**src/rtl/tf_fifo_feeder_if.sv**
```systemverilog
// ROM read port and FIFO write port of the twiddle-factor feeder.
// Address width is kept at least 1 bit so a single-entry table stays legal.
interface tf_fifo_feeder_if #(
   parameter int float_len        = 32,
   parameter int bram_tf_addr_len = 2
);
   localparam int aw = (bram_tf_addr_len > 0) ? bram_tf_addr_len : 1;

   logic [aw-1:0]          tf_rom_addr;
   logic                   tf_rom_en;
   logic [2*float_len-1:0] tf_rom_data;
   logic                   fifo_full;
   logic [2*float_len-1:0] fifo_din;
   logic                   fifo_wr_en;

   modport master (
      output tf_rom_addr, tf_rom_en, fifo_din, fifo_wr_en,
      input  tf_rom_data, fifo_full
   );

   modport slave (
      input  tf_rom_addr, tf_rom_en, fifo_din, fifo_wr_en,
      output tf_rom_data, fifo_full
   );
endinterface

```
**src/rtl/tf_fifo_feeder.sv**
```systemverilog
// Streams the twiddle-factor ROM into the stage FIFO pass_num times per start,
// using a one-entry hold register to cover the ROM read latency under backpressure.
module tf_fifo_feeder #(
   parameter int float_len        = 32,
   parameter int bram_tf_addr_len = 2,
   parameter int tf_num           = 4,
   parameter int pass_num         = 2,
   parameter int pass_len         = 2
) (
   input  logic              clk,
   input  logic              rst,
   input  logic              start,
   tf_fifo_feeder_if.master  bus,
   output logic              busy,
   output logic              done
);
   localparam int aw = (bram_tf_addr_len > 0) ? bram_tf_addr_len : 1;
   localparam int pw = (pass_len > 0) ? pass_len : 1;
   localparam logic [aw-1:0] addr_last = aw'(tf_num - 1);
   localparam logic [pw-1:0] pass_last = pw'(pass_num - 1);

   typedef enum logic [1:0] {IDLE, RUN, FINISH} state_t;

   state_t                 state;
   logic [aw-1:0]          addr_cnt;
   logic [pw-1:0]          pass_cnt;
   logic                   issued_all;
   logic                   rd_pending;
   logic                   hold_valid;
   logic [2*float_len-1:0] hold_data;

   logic issue;
   logic wr;

   // A pending read that meets a full FIFO must land in the hold, so no new read then.
   assign issue = (state == RUN) && !issued_all && !hold_valid
                  && !(rd_pending && bus.fifo_full);
   assign wr    = (hold_valid || rd_pending) && !bus.fifo_full && !rst;

   assign bus.tf_rom_en   = issue;
   assign bus.tf_rom_addr = (state == RUN) ? addr_cnt : '0;
   assign bus.fifo_wr_en  = wr;
   assign bus.fifo_din    = hold_valid ? hold_data :
                            rd_pending ? bus.tf_rom_data : '0;

   assign busy = (state == RUN);
   assign done = (state == FINISH);

   always_ff @(posedge clk) begin
      if (rst) begin
         state      <= IDLE;
         addr_cnt   <= '0;
         pass_cnt   <= '0;
         issued_all <= 1'b0;
         rd_pending <= 1'b0;
         hold_valid <= 1'b0;
         hold_data  <= '0;
      end else begin
         case (state)
            IDLE: begin
               if (start) begin
                  state      <= RUN;
                  addr_cnt   <= '0;
                  pass_cnt   <= '0;
                  issued_all <= 1'b0;
               end
            end
            RUN: begin
               rd_pending <= issue;
               if (issue) begin
                  if (addr_cnt == addr_last) begin
                     addr_cnt <= '0;
                     pass_cnt <= pass_cnt + 1'b1;
                     if (pass_cnt == pass_last)
                        issued_all <= 1'b1;
                  end else begin
                     addr_cnt <= addr_cnt + 1'b1;
                  end
               end
               if (rd_pending && bus.fifo_full) begin
                  hold_data  <= bus.tf_rom_data;
                  hold_valid <= 1'b1;
               end else if (hold_valid && wr) begin
                  hold_valid <= 1'b0;
               end
               // Once everything is issued, only the last word can still be in flight.
               if (wr && issued_all)
                  state <= FINISH;
            end
            FINISH: begin
               state      <= IDLE;
               issued_all <= 1'b0;
            end
            default: state <= IDLE;
         endcase
      end
   end
endmodule

```
**src/flat_wrapper.sv**
```systemverilog
// flat-port wrapper written by rule: the top's interface ports become plain ports
module tf_fifo_feeder_flat 
#(
   parameter int float_len        = 32,
   parameter int bram_tf_addr_len = 2,
   parameter int tf_num           = 4,
   parameter int pass_num         = 2,
   parameter int pass_len         = 2
)
  (clk, rst, start, busy, done, bus_tf_rom_addr, bus_tf_rom_en, bus_fifo_din, bus_fifo_wr_en, bus_tf_rom_data, bus_fifo_full);
  tf_fifo_feeder_if #(.float_len(float_len), .bram_tf_addr_len(bram_tf_addr_len)) bus_i ();
  input  logic clk;
  input  logic rst;
  input  logic start;
  output logic busy;
  output logic done;
  output wire logic [$bits(bus_i.tf_rom_addr)-1:0] bus_tf_rom_addr;
  output wire logic [$bits(bus_i.tf_rom_en)-1:0] bus_tf_rom_en;
  output wire logic [$bits(bus_i.fifo_din)-1:0] bus_fifo_din;
  output wire logic [$bits(bus_i.fifo_wr_en)-1:0] bus_fifo_wr_en;
  input wire logic [$bits(bus_i.tf_rom_data)-1:0] bus_tf_rom_data;
  input wire logic [$bits(bus_i.fifo_full)-1:0] bus_fifo_full;
  assign bus_tf_rom_addr = bus_i.tf_rom_addr;
  assign bus_tf_rom_en = bus_i.tf_rom_en;
  assign bus_fifo_din = bus_i.fifo_din;
  assign bus_fifo_wr_en = bus_i.fifo_wr_en;
  assign bus_i.tf_rom_data = bus_tf_rom_data;
  assign bus_i.fifo_full = bus_fifo_full;
  tf_fifo_feeder #(.float_len(float_len), .bram_tf_addr_len(bram_tf_addr_len), .tf_num(tf_num), .pass_num(pass_num), .pass_len(pass_len)) u_core (.clk(clk), .rst(rst), .start(start), .bus(bus_i), .busy(busy), .done(done));
endmodule
```
**config.mk**
```make
export PLATFORM = sky130hd
export DESIGN_NAME = tf_fifo_feeder_flat
export DESIGN_NICKNAME = d
export VERILOG_FILES = /design/src/rtl/tf_fifo_feeder_if.sv /design/src/rtl/tf_fifo_feeder.sv /design/src/flat_wrapper.sv
export SDC_FILE = /design/constraint.sdc
export NUM_CORES = 1
export LEC_CHECK = 0
export ABC_AREA = 1
export CELL_PAD_IN_SITES_DETAIL_PLACEMENT = 1
export CELL_PAD_IN_SITES_GLOBAL_PLACEMENT = 1
export CORE_UTILIZATION = 32
export CTS_CLUSTER_SIZE = 24
export DETAILED_ROUTE_END_ITERATION = 12
export PLACE_DENSITY_LB_ADDON = 0.1
export SLEW_MARGIN = 20
export SYNTH_ARGS = -nofsm -noshare
export SYNTH_HDL_FRONTEND = slang
export SYNTH_SLANG_ARGS = --single-unit
```
**constraint.sdc**
```tcl
create_clock -name clk -period 3.2 [get_ports clk]
set_clock_uncertainty 0.15 [all_clocks]
set_input_delay 0.32 -clock clk [delete_from_list [all_inputs] [get_ports clk]]
set_output_delay 0.32 -clock clk [all_outputs]
set_load 0.01 [all_outputs]
```
==> flow_summary.json, run 1 <==
{
  "netlist_top_cells_area": "dfxtp_1 (41%), nand2_1 (15%), nor2_1 (14%)",
  "grt_pass1_wl_um": 19100,
  "gp_congestion": 0.797,
  "tightest_slew_ns": 0.699,
  "areaGrowthSynthToFinish_pct": 44.3,
  "design.core.area_um2": 10800,
  "synth.net_count": 630,
  "dr.first_iter.drc_count": 150,
  "syn_inst": 560,
  "cts-root-buf": "clkbuf_8",
  "synthDistinctLibCells": 20,
  "cp_num_buf_inv": 3,
  "slowest_delay_ns": 0.54,
  "synth_top_family_by_area": "simple AND/OR/NAND/NOR gates",
  "crit_family": "buffers and inverters",
  "finalHoldViolations": 0,
  "ys_seq_area_share_pct": 40.9,
  "final_antenna_net_count": 0,
  "postCtsSetupBuffers": 0,
  "start_util_pct": 33.0,
  "clkSinkCount": 73,
  "p_leak_nw": 2.31,
  "avgSynthCellArea_um2": 6.38,
  "clock_path_buffers": 2,
  "synthDominantCellAreaShare_pct": 40.9,
  "grt_max_degree": 67,
  "cap_violations": 0,
  "final_nets": 742,
  "startpoint_type": "flip-flop",
  "arrival_ns": 2.24,
  "synthAdderAreaFrac_pct": 0.700,
  "rsz0062_at_grt": "no",
  "cts.clk_slew.worst_paths_ns": 0.08,
  "overflow": 0,
  "ioPinCount": 138,
  "fp.dieW_um": 108,
  "grt_usage_pct": 20.8,
  "numCtsBuffers": 9,
  "antenna_cells": 0,
  "drt_first_pass_iters": 4,
  "worst-path-max-fanout": 44,
  "h-tree-depth": 3,
  "cts_tree": "yes",
  "power_density_nw_per_um2": 394,
  "antenna_found_initial": 0,
  "drive_gt1_share_pct": 4.14,
  "io_buffers": 137,
  "grt_pass1_vias": 4098,
  "fin_tns_setup_ns": 0,
  "wl_um": 11900,
  "period_minus_slack_ns": 2.71,
  "slew_violations": 0,
  "synth_top_cell_by_area": "dfxtp_1",
  "end_kind": "output port",
  "cp_data_required_time_ns": 2.73,
  "cts_resized": 0,
  "vdd.ir_drop.worst_v": 0.000194,
  "synth_simple_gate_area_share_pct": 40.5,
  "syn_area_um2": 3570,
  "row_count": 38,
  "viasPerCell": 4.94,
  "fin_crit_sh_pct": 84.6,
  "final_util_pct": 47.6,
  "slew_headroom_pct": 53.4,
  "setup_viol": 0,
  "r2r_slack_ns": 1.01,
  "max_freq_ghz": 0.370,
  "ys_seq_elements": 73,
  "vias": 4034,
  "synth_xor_area_share_pct": 0,
  "drc_errors": 0,
  "synth_mux_area_share_pct": 0,
  "hp-class": "reg -> reg",
  "yosys_warnings": 0,
  "fp.dieH_um": 108,
  "die-area_um2": 11600,
  "outcome": "completed",
  "slowest_stage": "clkdlybuf4s50_1",
  "dp_hpwl_um": 7900,
  "worstPathCellList": "buf_4 > buf_4 > nand2_1 > nand2_1 > clkdlybuf4s50_1",
  "insertion_delay_ns": 0.35,
  "wire_per_inst_um": 14.6,
  "synth_compound_area_share_pct": 10.2,
  "hold_buffers": 0,
  "worst-setup-path-type": "reg -> out"
}
[Yosys cell counts, drive strengths merged]
library cell,n
nand2,143
nor2,140
dfxtp,73
nand3,69
o21ai,66
buf,35
inv,13
clkbuf,8
a21oi,7
ha,2
nand4,2
nor3,2
[path summary, 6_finish.rpt]
path	startpoint	end	depth (start not counted)
worst max-delay path	u_core.hold_valid	bus_fifo_din[55]	5
worst min-delay path	u_core.pass_cnt[1]	u_core.pass_cnt[1]	2
worst max register to register	u_core.rd_pending	u_core.hold_data[55]	5
worst min register to register	u_core.pass_cnt[1]	u_core.pass_cnt[1]	2
[layout by cell type (no fill, tap or decap), drive strengths merged]
master           n
nand2          143
nor2           140
clkdlybuf4s50  137
dfxtp           73
nand3           69
o21ai           66
inv             13
clkbuf          13
a21oi            7
buf              7
nor3             2
nand4            2
ha               2
clkinv           2
bufinv           1
[tightest hold or removal path, delay by kind of cell, from the launching register on]
| kind | cells | cell delay (ns) |
|---|---|---|
| flip-flops | 1 | 0.32 |
| AND/OR/NAND/NOR | 1 | 0.08 |
| AO/OA/AOI/OAI | 1 | 0.06 |
[registers in the layout (all words and copies together), names as in the netlist]
register           count
u_core.hold_valid      1
u_core.state           2
u_core.hold_data      64
u_core.issued_all      1
u_core.addr_cnt        2
u_core.rd_pending      1
u_core.pass_cnt        2
[kinds of logic (layout without fill, tap and decap cells)]
group | Yosys count | count (layout)
simple gates | 356 | 356
compound gates | 73 | 73
flops | 73 | 73
buf+inv | 56 | 173
fa+ha+maj | 2 | 2
[per-stage QoR]
| step | hold WS [ns] | total power (W) | instances | setup WS (ns) | cell area [um2] |
|---|---|---|---|---|---|
| 2_1_floorplan | 0.305 | 0.00112 | 560 | 1.72 | 3570 |
| 3_3_place_gp | 0.321 | 0.00134 | 801 | 0.827 | 4970 |
| 6_report | 0.349 | 0.00203 | 817 | 0.494 | 5160 |
| 5_1_grt | 0.371 | 0.00212 | 817 | 0.373 | 5160 |
| 3_5_place_dp | 0.338 | 0.00134 | 801 | 0.820 | 4970 |
| 4_1_cts | 0.353 | 0.00206 | 817 | 0.477 | 5160 |
[power breakdown]
part           leakage [nW]  internal (W)  switching (W)
sequential            0.591      0.000933      0.0000224
combinational          1.62      0.000194       0.000171
clock                0.0974      0.000380       0.000333
[final cells by class]
type                       count  area [um2]
clock inverter                 3        40.0
tap                          140         175
fill                        1439        5680
timing repair buffer         144        1440
sequential                    73        1460
clock buffer                  13         149
inverter                      13        51.3
multi-input combinational    431        1840
[per-layer routing]
| layer | global-route usage, % | routed length, um | vias up | share of wire (%) |
|---|---|---|---|---|
| li1 | - | - | 2010 | - |
| met1 | 24.6 | 5350 | 1905 | 45 |
| met2 | 36.7 | 5750 | 100 | 48 |
| met3 | 3.27 | 578 | 19 | 4.8 |
| met4 | 9.30 | 263 | 0 | 2.2 |
| met5 | 0 | 0 | - | 0 |
Power figures use the tool's default switching activity.
==> run 2: changes to the inputs <==
--- a/config.mk
+++ b/config.mk
@@ -8,7 +8,7 @@
 export ABC_AREA = 1
 export CELL_PAD_IN_SITES_DETAIL_PLACEMENT = 1
 export CELL_PAD_IN_SITES_GLOBAL_PLACEMENT = 1
-export CORE_UTILIZATION = 32
+export CORE_UTILIZATION = 29
 export CTS_CLUSTER_SIZE = 24
 export DETAILED_ROUTE_END_ITERATION = 12
 export PLACE_DENSITY_LB_ADDON = 0.1
==> constraint.sdc (replaced) <==
create_clock -name clk -period 2.5 [get_ports clk]
set_clock_uncertainty 0.15 [all_clocks]
set_input_delay 0.25 -clock clk [delete_from_list [all_inputs] [get_ports clk]]
set_output_delay 0.25 -clock clk [all_outputs]
set_load 0.01 [all_outputs]
==> run 2 against run 1 <==
Net effect:
- sequential share of layout area shrank 1.1 points
- setup slack lost 0.35 ns
- sequential power grew 27%
- critical path depth is the same
- register-to-register slack lost 0.44 ns
- clock-buffer cell count shrank 3
- die area grew 10%
- first-iteration DRC count grew 7.3%
- non-clock buffer count grew 4
- wire length grew 3.1%
- critical path type unchanged
- critical endpoint is now bus_fifo_din[36]
==> flow_summary.json, run 2 (synthesized netlist as in run 1, its figures left out) <==
{
  "worst-path-max-fanout": 35,
  "largest_register": "u_core.hold_data",
  "layout_commonest_cell": "nand2_1",
  "slew_violations": 0,
  "cp_num_buf_inv": 3,
  "crit_family": "buffers and inverters",
  "pwr-share-clk_pct": 45.1,
  "wire_per_inst_um": 14.9,
  "fin_tns_setup_ns": 0,
  "startpoint_type": "flip-flop",
  "die-area_um2": 12800,
  "max_freq_ghz": 0.425,
  "grt_pass1_wl_um": 20400,
  "areaGrowthSynthToFinish_pct": 50.0,
  "insertion_delay_ns": 0.33,
  "rsz0062_at_grt": "no",
  "design.core.area_um2": 12000,
  "slowest_delay_ns": 0.54,
  "reg2reg_depth": 7,
  "period_minus_slack_ns": 2.36,
  "grt_pass1_vias": 4208,
  "fillers": 1536,
  "cp.depth": 5,
  "worst-setup-path-type": "reg -> out",
  "gp_congestion": 0.820,
  "setup_viol": 0,
  "cts-root-buf": "clkbuf_16",
  "slew_headroom_pct": 62.9,
  "clkSinkCount": 73,
  "postCtsSetupBuffers": 0,
  "critPathCapture": "bus_fifo_din[36]",
  "h-tree-depth": 3,
  "largest_register_ffs": 64,
  "outcome": "completed",
  "worstPathCellList": "inv_2 > buf_12 > nand3_1 > nand2_1 > clkdlybuf4s50_1",
  "grt_usage_pct": 19.9,
  "dp_hpwl_um": 8080,
  "cts_tree": "yes",
  "power_density_nw_per_um2": 577,
  "clock_path_buffers": 2,
  "cts.clk_slew.worst_paths_ns": 0.06,
  "drive_gt1_share_pct": 5.00,
  "slowest_stage": "clkdlybuf4s50_1",
  "fp.dieH_um": 113,
  "final_antenna_net_count": 0,
  "p_leak_nw": 2.40,
  "fin_crit_sh_pct": 94.2,
  "p_int_w": 0.00235,
  "dr.first_iter.drc_count": 161,
  "vdd.ir_drop.worst_v": 0.000287,
  "place_ws_ns": 0.431,
  "hold_buffers": 0,
  "grt_max_degree": 67,
  "antenna_found_initial": 0,
  "arrival_ns": 1.96,
  "regToRegEndpoint": "u_core.hold_data[63]",
  "r2r_slack_ns": 0.57,
  "pwr-share-comb_pct": 15.7,
  "vias": 4088,
  "fp.dieW_um": 113,
  "cts_resized": 0,
  "setup_ws_ns": 0.145,
  "swShare_pct": 24.3,
  "viasPerCell": 4.94,
  "startpoint": "u_core.hold_valid",
  "postLayoutCellArea_um2": 5360,
  "switchingPower_w": 0.000752,
  "final_util_pct": 44.6,
  "end_kind": "output port",
  "r2r-start": "u_core.rd_pending",
  "start_util_pct": 29.8,
  "numCtsBuffers": 9,
  "cap_violations": 0,
  "final_nets": 746,
  "io_buffers": 137,
  "cp_data_required_time_ns": 2.10,
  "antenna_cells": 0,
  "row_count": 40,
  "drc_errors": 0,
  "overflow": 0,
  "place_area_um2": 5040,
  "wl_um": 12300,
  "p_seq_share_pct": 39.2,
  "hp-class": "reg -> reg",
  "drt_first_pass_iters": 4,
  "ioPinCount": 138,
  "final_cell_mix": "nand2_1 (142), nor2_1 (138), clkdlybuf4s50_1 (137)",
  "finalHoldViolations": 0,
  "tightest_slew_ns": 0.556
}
[run 2: changes by cell type in the layout (fill, tap and decap cells not counted), sizes merged]
cell / previous run / this run
clkinvlp: 0 / 2
bufinv: 1 / 2
buf: 7 / 11
clkbuf: 13 / 10
clkinv: 2 / 1
[run 2: worst min path at each step]
stage	from	end	slack (ns)	cells past startpoint
global placement	u_core.pass_cnt[1]	u_core.pass_cnt[1]	0.32	2
finish	u_core.hold_data[31]	u_core.hold_data[31]	0.36	2
floorplan	bus_tf_rom_data[0]	u_core.hold_data[0]	0.23	2
detailed placement	u_core.hold_data[31]	u_core.hold_data[31]	0.34	2
global route	u_core.pass_cnt[1]	u_core.pass_cnt[1]	0.38	2
CTS	u_core.hold_data[31]	u_core.hold_data[31]	0.36	2
[run 2: final cells by class]
cell class	count	area, um2	share of cell area [%]
inverter	13	48.8	0.910
sequential	73	1460	27.3
tap	147	184	3.43
multi-input combinational	431	1840	34.4
timing repair buffer	148	1500	28.0
clock buffer	10	239	4.46
clock inverter	5	80.1	1.49
[run 2: worst reg2reg max path, cell delays in order (launching register included)]
cell and delay [ns]:
dfxtp_2 0.35, buf_12 0.24, nand2_1 0.19, nor2_4 0.18
inv_2 0.23, buf_12 0.27, nor2_1 0.15, nor2_1 0.06
[run 2: routing by layer]
metal | vias up | global-route usage (%) | share of wire [%]
li1 | 2019 | - | -
met1 | 1947 | 24.1 | 44
met2 | 104 | 35.1 | 49
met3 | 18 | 4.28 | 4.3
met4 | 0 | 6.49 | 2.0
met5 | - | 0 | 0
[run 2: power groups by stage]
stage	Sequential, W	Combinational (W)	Clock (W)
finish	0.00121	0.000487	0.00140
global route	0.00122	0.000530	0.00149
CTS	0.00121	0.000494	0.00143
detailed placement	0.00124	0.000491	0
global placement	0.00124	0.000485	0
floorplan	0.00123	0.000195	0
[run 2: metrics by stage]
stage,hold slack (ns),total power [W],instances
floorplan,0.235,0.00143,560
global placement,0.320,0.00172,812
detailed placement,0.340,0.00173,812
CTS,0.355,0.00314,827
global route,0.377,0.00323,827
finish,0.355,0.00310,827
==> run 3: changes to the inputs <==
--- a/config.mk
+++ b/config.mk
@@ -12,6 +12,8 @@
 export CTS_CLUSTER_SIZE = 24
 export DETAILED_ROUTE_END_ITERATION = 12
 export PLACE_DENSITY_LB_ADDON = 0.1
+export REMOVE_ABC_BUFFERS = 1
+export SKIP_LAST_GASP = 1
 export SLEW_MARGIN = 20
 export SYNTH_ARGS = -nofsm -noshare
 export SYNTH_HDL_FRONTEND = slang
==> run 3 against run 2 <==
Net effect:
- register-to-register slack gained 0.13 ns
- critical path depth stayed put
- critical path type unchanged
- critical endpoint is now bus_fifo_din[41]
- wire length is 0.42% lower
- largest power group unchanged
- largest cell class unchanged
==> flow_summary.json, run 3 (synthesized netlist as in run 1, its figures left out) <==
{
  "outcome": "completed",
  "overflow": 0,
  "cts.clk_slew.worst_paths_ns": 0.06,
  "dp_hpwl_um": 8300,
  "viasPerCell": 4.90,
  "met2_usage_pct": 33.7,
  "hold_buffers": 0,
  "arrival_ns": 1.97,
  "fin_crit_sh_pct": 94.6,
  "design.core.area_um2": 12000,
  "fp.dieH_um": 113,
  "cap_violations": 0,
  "vias": 4069,
  "cp_data_required_time_ns": 2.10,
  "slew_headroom_pct": 78.5,
  "setup_viol": 0,
  "rsz0062_at_grt": "no",
  "crit_family": "buffers and inverters",
  "final_util_pct": 44.5,
  "io_buffers": 137,
  "largest_register": "u_core.hold_data",
  "wl_um": 12300,
  "regToRegEndpoint": "u_core.hold_data[7]",
  "slowest_stage": "clkdlybuf4s50_1",
  "final_nets": 748,
  "worst-path-max-fanout": 17,
  "end_kind": "output port",
  "r2r_slack_ns": 0.70,
  "place_ws_ns": 0.397,
  "power_density_nw_per_um2": 554,
  "finalHoldViolations": 0,
  "row_count": 40,
  "tightest_slew_ns": 0.322,
  "grt_max_degree": 61,
  "drt_first_pass_iters": 6,
  "min_to": "u_core.hold_data[17]",
  "use_met3_pct": 4.71,
  "clock_path_buffers": 2,
  "slowest_delay_ns": 0.53,
  "reg2reg_depth": 6,
  "cts-root-buf": "clkbuf_16",
  "period_minus_slack_ns": 2.37,
  "worstPathCellList": "inv_2 > buf_4 > nand3_1 > nand2_1 > clkdlybuf4s50_1",
  "r2r-start": "u_core.rd_pending",
  "antenna_cells": 0,
  "antenna_found_initial": 0,
  "setup_ws_ns": 0.134,
  "cp_num_buf_inv": 3,
  "layout_commonest_cell": "nand2_1",
  "drc_errors": 0,
  "numCtsBuffers": 9,
  "dr.first_iter.drc_count": 165,
  "wire_per_inst_um": 14.8,
  "slew_violations": 0,
  "postLayoutCellArea_um2": 5350,
  "p_leak_nw": 2.41,
  "die-area_um2": 12800,
  "max_freq_ghz": 0.423,
  "fin_tns_setup_ns": 0,
  "use_met1_pct": 25.1,
  "hp-class": "reg -> reg",
  "vdd.ir_drop.worst_v": 0.000270,
  "final_cell_mix": "nand2_1 (142), nor2_1 (138), clkdlybuf4s50_1 (137)",
  "worst-setup-path-type": "reg -> out",
  "largest_register_ffs": 64,
  "insertion_delay_ns": 0.33,
  "h-tree-depth": 3,
  "worstHoldStart": "u_core.hold_data[17]",
  "gp_congestion": 0.735,
  "ioPinCount": 138,
  "start_util_pct": 29.8,
  "clkSinkCount": 73,
  "grt_pass1_wl_um": 20300,
  "fp.dieW_um": 113,
  "min_delay_path_depth": 2,
  "startpoint_type": "flip-flop",
  "cts_tree": "yes",
  "drive_gt1_share_pct": 5.42,
  "grt_usage_pct": 20.0,
  "areaGrowthSynthToFinish_pct": 49.6,
  "place_area_um2": 5050,
  "final_antenna_net_count": 0,
  "grt_pass1_vias": 4130,
  "grt_busiest_layer": "met2"
}
## run 3: area by class of cell
type | count | area (um2)
well taps | 147 | 184
fillers | 1518 | 6660
clock buffers | 14 | 284
repair buffers | 150 | 1510
flip-flops and latches | 73 | 1460
multi-input cells | 431 | 1850
inverters | 13 | 48.8
clock inverters | 2 | 10.0
## run 3: tightest hold or removal path: cells and delay by family, from the launching register on
| family | cells | cell delay [ns] |
|---|---|---|
| flip-flops | 1 | 0.32 |
| AO/OA/AOI/OAI | 1 | 0.08 |
| AND/OR/NAND/NOR | 1 | 0.07 |
## run 3: through the flow
| step | cells | hold slack (ns) | power, W |
|---|---|---|---|
| finish | 830 | 0.363 | 0.00297 |
| global route | 830 | 0.378 | 0.00311 |
| CTS | 830 | 0.363 | 0.00300 |
| detailed placement | 814 | 0.350 | 0.00173 |
| global placement | 814 | 0.322 | 0.00172 |
| floorplan | 517 | 0.169 | 0.00141 |
## run 3: repair_timing
| item | 4_1_cts | 5_1_grt |
|---|---|---|
| resized for setup | 0 | 2 |
| setup buffers | 0 | 0 |
| setup endpoints to repair | 0 | 2 |
## run 3: worst max path at each step
stage | startpoint | to | depth (start not counted)
2_1_floorplan | u_core.rd_pending | u_core.hold_data[0] | 5
3_3_place_gp | bus_fifo_full | bus_tf_rom_en | 5
3_5_place_dp | bus_fifo_full | bus_tf_rom_en | 5
4_1_cts | u_core.hold_valid | bus_fifo_din[55] | 5
5_1_grt | u_core.hold_valid | bus_fifo_din[10] | 5
6_report | u_core.hold_valid | bus_fifo_din[41] | 5
## run 3: where the power goes
group	internal (W)	leakage, nW	switching (W)
registers	0.00120	0.591	0.0000192
logic	0.000255	1.67	0.000230
clock network	0.000777	0.149	0.000488
total	0.00223	2.41	0.000737
## run 3: metal layers
layer / routed length [um] / vias to the layer above / share of wire, %
met5: 0 / - / 0
met4: 144 / 0 / 1.2
met3: 627 / 11 / 5.1
met2: 5880 / 101 / 48
met1: 5610 / 1932 / 46
li1: - / 2025 / -
